==> src/rtl/instruction_fetcher_pkg.sv <==
// Shared front-end definitions: width defaults, RISC-V major opcodes and the
// fetch FSM state encoding. Used by the fetcher, instruction queue and decoder.
package instruction_fetcher_pkg;

    localparam int IFU_INST_WIDTH = 32;
    localparam int IFU_ADDR_WIDTH = 17;

    localparam logic [6:0] OPC_LUI    = 7'b0110111;
    localparam logic [6:0] OPC_AUIPC  = 7'b0010111;
    localparam logic [6:0] OPC_JAL    = 7'b1101111;
    localparam logic [6:0] OPC_JALR   = 7'b1100111;
    localparam logic [6:0] OPC_BRANCH = 7'b1100011;
    localparam logic [6:0] OPC_LOAD   = 7'b0000011;
    localparam logic [6:0] OPC_STORE  = 7'b0100011;
    localparam logic [6:0] OPC_OP_IMM = 7'b0010011;
    localparam logic [6:0] OPC_OP     = 7'b0110011;

    typedef enum logic [1:0] {
        ST_REQ     = 2'd0,
        ST_WAIT    = 2'd1,
        ST_PUSH    = 2'd2,
        ST_DISCARD = 2'd3
    } fetch_state_t;

endpackage

==> src/rtl/fetch_next_pc.sv <==
// Sequential next-PC computation. With IFU_JAL_PREDICT_EN defined, JAL
// instructions redirect fetch to pc + J-immediate; otherwise always pc + 4.
module fetch_next_pc
    import instruction_fetcher_pkg::*;
#(
    parameter int INST_WIDTH = IFU_INST_WIDTH,
    parameter int ADDR_WIDTH = IFU_ADDR_WIDTH
) (
    input  logic [ADDR_WIDTH-1:0] pc,
    input  logic [INST_WIDTH-1:0] inst,
    output logic [ADDR_WIDTH-1:0] next_pc
);

`ifdef IFU_JAL_PREDICT_EN
    logic [20:0]           j_imm;
    logic [ADDR_WIDTH-1:0] j_imm_ext;
    logic                  unused_rd;

    assign j_imm     = {inst[31], inst[19:12], inst[20], inst[30:21], 1'b0};
    // Signed cast sign-extends or truncates to the PC width as needed.
    assign j_imm_ext = ADDR_WIDTH'($signed(j_imm));
    assign next_pc   = (inst[6:0] == OPC_JAL) ? pc + j_imm_ext : pc + ADDR_WIDTH'(4);
    assign unused_rd = ^inst[11:7];
`else
    logic unused_inst;

    assign next_pc     = pc + ADDR_WIDTH'(4);
    assign unused_inst = ^inst;
`endif

endmodule

==> src/rtl/instruction_fetcher.sv <==
// Front-end fetch stage: one outstanding fetch, pushes {pc, inst} to the
// instruction queue, honours back-end redirects. Option: IFU_JAL_PREDICT_EN.
module instruction_fetcher
    import instruction_fetcher_pkg::*;
#(
    parameter int                    INST_WIDTH = IFU_INST_WIDTH,
    parameter int                    ADDR_WIDTH = IFU_ADDR_WIDTH,
    parameter logic [ADDR_WIDTH-1:0] RESET_ADDR = '0
) (
    input  logic                             clk,
    input  logic                             rst,
    input  logic                             rdy,
    output logic                             mem_req_valid,
    output logic [ADDR_WIDTH-1:0]            mem_req_addr,
    input  logic                             mem_req_ready,
    input  logic                             mem_resp_valid,
    input  logic [INST_WIDTH-1:0]            mem_resp_data,
    output logic                             inst_queue_entry_valid,
    output logic [ADDR_WIDTH+INST_WIDTH-1:0] inst_queue_entry,
    input  logic                             inst_queue_ready,
    input  logic                             redirect_valid,
    input  logic [ADDR_WIDTH-1:0]            redirect_addr
);

    fetch_state_t          state, state_n;
    logic [ADDR_WIDTH-1:0] pc, pc_n, next_pc;
    logic [INST_WIDTH-1:0] inst, inst_n;
    logic                  unused_redirect_lsb;

    assign unused_redirect_lsb = ^redirect_addr[1:0];

    fetch_next_pc #(
        .INST_WIDTH (INST_WIDTH),
        .ADDR_WIDTH (ADDR_WIDTH)
    ) u_next_pc (
        .pc      (pc),
        .inst    (inst),
        .next_pc (next_pc)
    );

    always_ff @(posedge clk) begin
        if (rst) begin
            state <= ST_REQ;
            pc    <= RESET_ADDR;
            inst  <= '0;
        end else begin
            state <= state_n;
            pc    <= pc_n;
            inst  <= inst_n;
        end
    end

    always_comb begin
        state_n = state;
        pc_n    = pc;
        inst_n  = inst;
        if (rdy) begin
            if (redirect_valid) begin
                // A redirect wins; an in-flight request becomes stale and
                // must be drained in DISCARD before the next fetch goes out.
                pc_n = {redirect_addr[ADDR_WIDTH-1:2], 2'b00};
                unique case (state)
                    ST_REQ:     state_n = mem_req_ready  ? ST_DISCARD : ST_REQ;
                    ST_WAIT:    state_n = mem_resp_valid ? ST_REQ     : ST_DISCARD;
                    ST_PUSH:    state_n = ST_REQ;
                    ST_DISCARD: state_n = mem_resp_valid ? ST_REQ     : ST_DISCARD;
                    default:    state_n = ST_REQ;
                endcase
            end else begin
                unique case (state)
                    ST_REQ: if (mem_req_ready) state_n = ST_WAIT;
                    ST_WAIT: if (mem_resp_valid) begin
                        inst_n  = mem_resp_data;
                        state_n = ST_PUSH;
                    end
                    ST_PUSH: if (inst_queue_ready) begin
                        pc_n    = next_pc;
                        state_n = ST_REQ;
                    end
                    ST_DISCARD: if (mem_resp_valid) state_n = ST_REQ;
                    default: state_n = ST_REQ;
                endcase
            end
        end
    end

    assign mem_req_valid          = (state == ST_REQ);
    assign mem_req_addr           = pc;
    assign inst_queue_entry_valid = (state == ST_PUSH);
    assign inst_queue_entry       = (state == ST_PUSH) ? {pc, inst} : '0;

endmodule

==> config.mk <==
export PLATFORM = sky130hd
export DESIGN_NAME = instruction_fetcher
export DESIGN_NICKNAME = d
export VERILOG_FILES = /design/src/rtl/instruction_fetcher_pkg.sv /design/src/rtl/fetch_next_pc.sv /design/src/rtl/instruction_fetcher.sv
export SDC_FILE = /design/constraint.sdc
export NUM_CORES = 1
export LEC_CHECK = 0
export BUFFER_PORTS_ARGS = -buffer_cell sky130_fd_sc_hd__buf_2
export CORE_MARGIN = 1
export CORE_UTILIZATION = 30
export CTS_BUF_LIST = sky130_fd_sc_hd__clkbuf_16
export CTS_CLUSTER_SIZE = 8
export DETAILED_ROUTE_END_ITERATION = 8
export HOLD_SLACK_MARGIN = 0.05
export PLACE_DENSITY = 0.6
export SLEW_MARGIN = 20
export SYNTH_ARGS = -nofsm -noshare
export SYNTH_HDL_FRONTEND = slang
export SYNTH_SLANG_ARGS = --single-unit
==> constraint.sdc <==
create_clock -name clk -period 2.1 [get_ports clk]
set_input_delay 0.105 -clock clk [delete_from_list [all_inputs] [get_ports clk]]
set_output_delay 0.105 -clock clk [all_outputs]
set_load 0.01 [all_outputs]
==> metrics <==
leading area contributor after synthesis=dfxtp_1; Worst Path Class, Setup=flip-flop to flip-flop; Slew Limit Fails=0; Synth Cell Area=2570 sq um; largest net degree at the start of global routing=37; status=finished clean; fin crit period=1.74 ns; Hold Vio Cnt, Final=0; ANT cells=0; static leakage=1.52 nW; Critical Path RT=2.31 ns; final setup TNS=0 ns; WL final=7.06 mm; CP peak stage delay=0.50 ns; IO Port Bufs=117; Clk pin slew, worst setup/hold paths=0.07 ns; Post-CTS Setup Inserts=0; met3 usage=4.43%; synth top area cells=dfxtp_1, nand2_1, and2_1; Starting Density=between 30% and 40%; critical-path cell list=and3b_1, o21ai_2, o311ai_0, a31oi_1; DRC viols=0; setup violators final=0; FP Rows=33; top cell type's share of synthesized area=38.2%; slew of the pin with the lowest slew margin=between 0.6 and 0.7 ns; die height=around 94 um; Slowest-stage cell, CP=dfxtp_1; Synth warnings=0; vias in the first global route=2462; critical path's top delay family=compound AO/OA/AOI/OAI gates; gr busiest metal=met2; Die X=approximately 94 um; fill count=907; worst reg2reg path depth=4; ys flop type=dfxtp_1; Worst-Skew Late Latency=0.28 ns; Tcrit/Tclk final=83.0%; Sink Count=a little under 50; DRT iter0 DRCs=approximately 160; #FFs+latches synth=49; GR Util met2=between 20% and 30%; Die ar.=8930 sq um; core box area=8260 sq um; Clock Path Buffers=2; Clock Skew=0.00714 ns; share of cells above drive strength 1=between 20% and 30%; Buf+Inv Stages, Crit Path=0; ys async rst share=0%; routed vias=2706; Post-layout nets=513; Hold Crit Depth=3; Max-slew headroom=54.1%; sequential area share after synthesis=38.2%; RSZ-0062 raised after global routing=no; VDD IR max=between 0.2 and 0.25 mV; synth unique cells=46; Hold Path End=inst[27]; post-route setup slack=0.357 ns; H-Tree Level Count=2; post-DP HPWL=4.84 mm; Post-DRT Antenna Nets=0; Post-synth EDFFs=0; cts repair resizes=0; DP Worst Slack=0.343 ns; fmax=574 MHz; GP Congestion=0.772; CTS tree=yes; initial antenna violation count=0; startpoint types=flip-flop; mean post-synth cell area=7.29 sq um; Hold Path Origin=mem_resp_data[27]; met1 usage=around 20%; maxcap violations=0; drt via density=4.81; Power per Cell Area=587 nW/um^2; first-pass GRT wire length=11.4 mm; critical-path maximum fanout=16; r2r setup slk=around 0.36 ns; I/O Pins=124; drt pass-1 iters=4; CTS buffer count=5; hold crit path type=primary input to flip-flop; Overall Global Routing Usage=between 10% and 20%; worst r2r src=state[0]; Layout area overhead=31.4%; Mapped Cells=352; Worst R2R End=mem_req_addr[11]; CTS Hold Bufs=2; Root Buffer Master=clkbuf_16; CP Data Arrival Time=1.95 ns; GRT overflow=0; wire length per cell=between 10 and 15 um; CP endpoint kind=flip-flop
==> cell usage after synthesis, drive strengths merged, types with 4 or more instances <==
master / count
nand4: 4
nand2: 86
or3: 5
o21ai: 9
a31oi: 10
a21oi: 44
and2: 48
and3: 6
buf: 13
clkbuf: 20
nor2: 9
nand3: 9
nor2b: 4
dfxtp: 49
==> flip-flops by register name (all words and copies together), names as in the netlist <==
| name | count |
|---|---|
| state | 2 |
| mem_req_addr | 15 |
| inst | 32 |
==> worst max path at each step <==
stage / from / end / slack [ns] / depth (start not counted)
3_3_place_gp: state[0] / mem_req_addr[11] / 0.39 / 4
6_report: state[0] / mem_req_addr[11] / 0.36 / 4
5_1_grt: state[0] / mem_req_addr[11] / 0.15 / 4
3_5_place_dp: state[0] / mem_req_addr[11] / 0.34 / 4
4_1_cts: state[0] / mem_req_addr[11] / 0.32 / 4
2_1_floorplan: mem_req_addr[2] / mem_req_addr[14] / 0.42 / 6
==> worst register-to-register path, cell delays in order (launching register included) <==
cell	delay, ns
dfxtp_1	0.50
and3b_1	0.27
o21ai_2	0.50
o311ai_0	0.23
a31oi_1	0.17
==> cells in the final DEF, fill, tap and decap left out, types with 3 or more instances in the layout <==
cell type | Yosys | final
a21oi_1 | 44 | 44
a31oi_1 | 10 | 10
and2_1 | 48 | 48
and3_1 | 6 | 6
buf_2 | 7 | 117
buf_4 | 4 | 7
clkbuf_16 | 0 | 5
conb_1 | 1 | 4
dfxtp_1 | 49 | 49
dlygate4sd3_1 | 0 | 3
nand2_1 | 86 | 86
nand3_1 | 9 | 9
nand4_1 | 4 | 4
nor2_1 | 9 | 9
nor2b_1 | 4 | 3
o21ai_0 | 8 | 8
or3_1 | 5 | 5
==> report_power, final <==
group | total (W) | internal, W | switching [W]
clock network | 0.000764 | 0.000433 | 0.000331
logic | 0.000230 | 0.000102 | 0.000128
registers | 0.000987 | 0.000954 | 0.0000329
total | 0.00198 | 0.00149 | 0.000492
==> final cells by class <==
type                    instances  area, sq um  share of cell area [%]
multi-input cells             272         1450                    43.0
flip-flops and latches         49          981                    29.1
repair buffers                127          668                    19.8
well taps                     105          131                    3.89
clock buffers                   5          125                    3.71
clock inverters                 3         13.8                   0.408
inverters                       1         3.75                   0.111
==> routing by layer <==
metal / vias up / part of all wire (%)
met5: - / 0
met4: 0 / 0.78
met3: 5 / 6.4
met2: 75 / 48
met1: 1229 / 45
li1: 1397 / -
==> stage by stage <==
step	utilization [%]	area [sq um]	std cells	hold slack [ns]	power, W
floorplan	-	2580	355	0.241	0.00113
global placement	38.8	3200	551	0.345	0.00123
detailed placement	38.8	3200	551	0.352	0.00124
CTS	40.7	3360	561	0.0507	0.00202
global route	40.8	3370	562	0.0568	0.00209
finish	40.8	3370	562	0.0571	0.00198
==> cell families after synthesis <==
family / Yosys count / synth area share (%)
and+or+nand+nor: 184 / 35.9
xor gates and xnor gates: 1 / 0.341
adders and majority gates: 1 / 0.487
buffers and inverters: 34 / 6.00
muxes: 2 / 0.780
other: 1 / 0.146
AOI/OAI and AO/OA: 80 / 18.1
DFF: 49 / 38.2
Note: power is estimated with default switching activity, not from simulation.
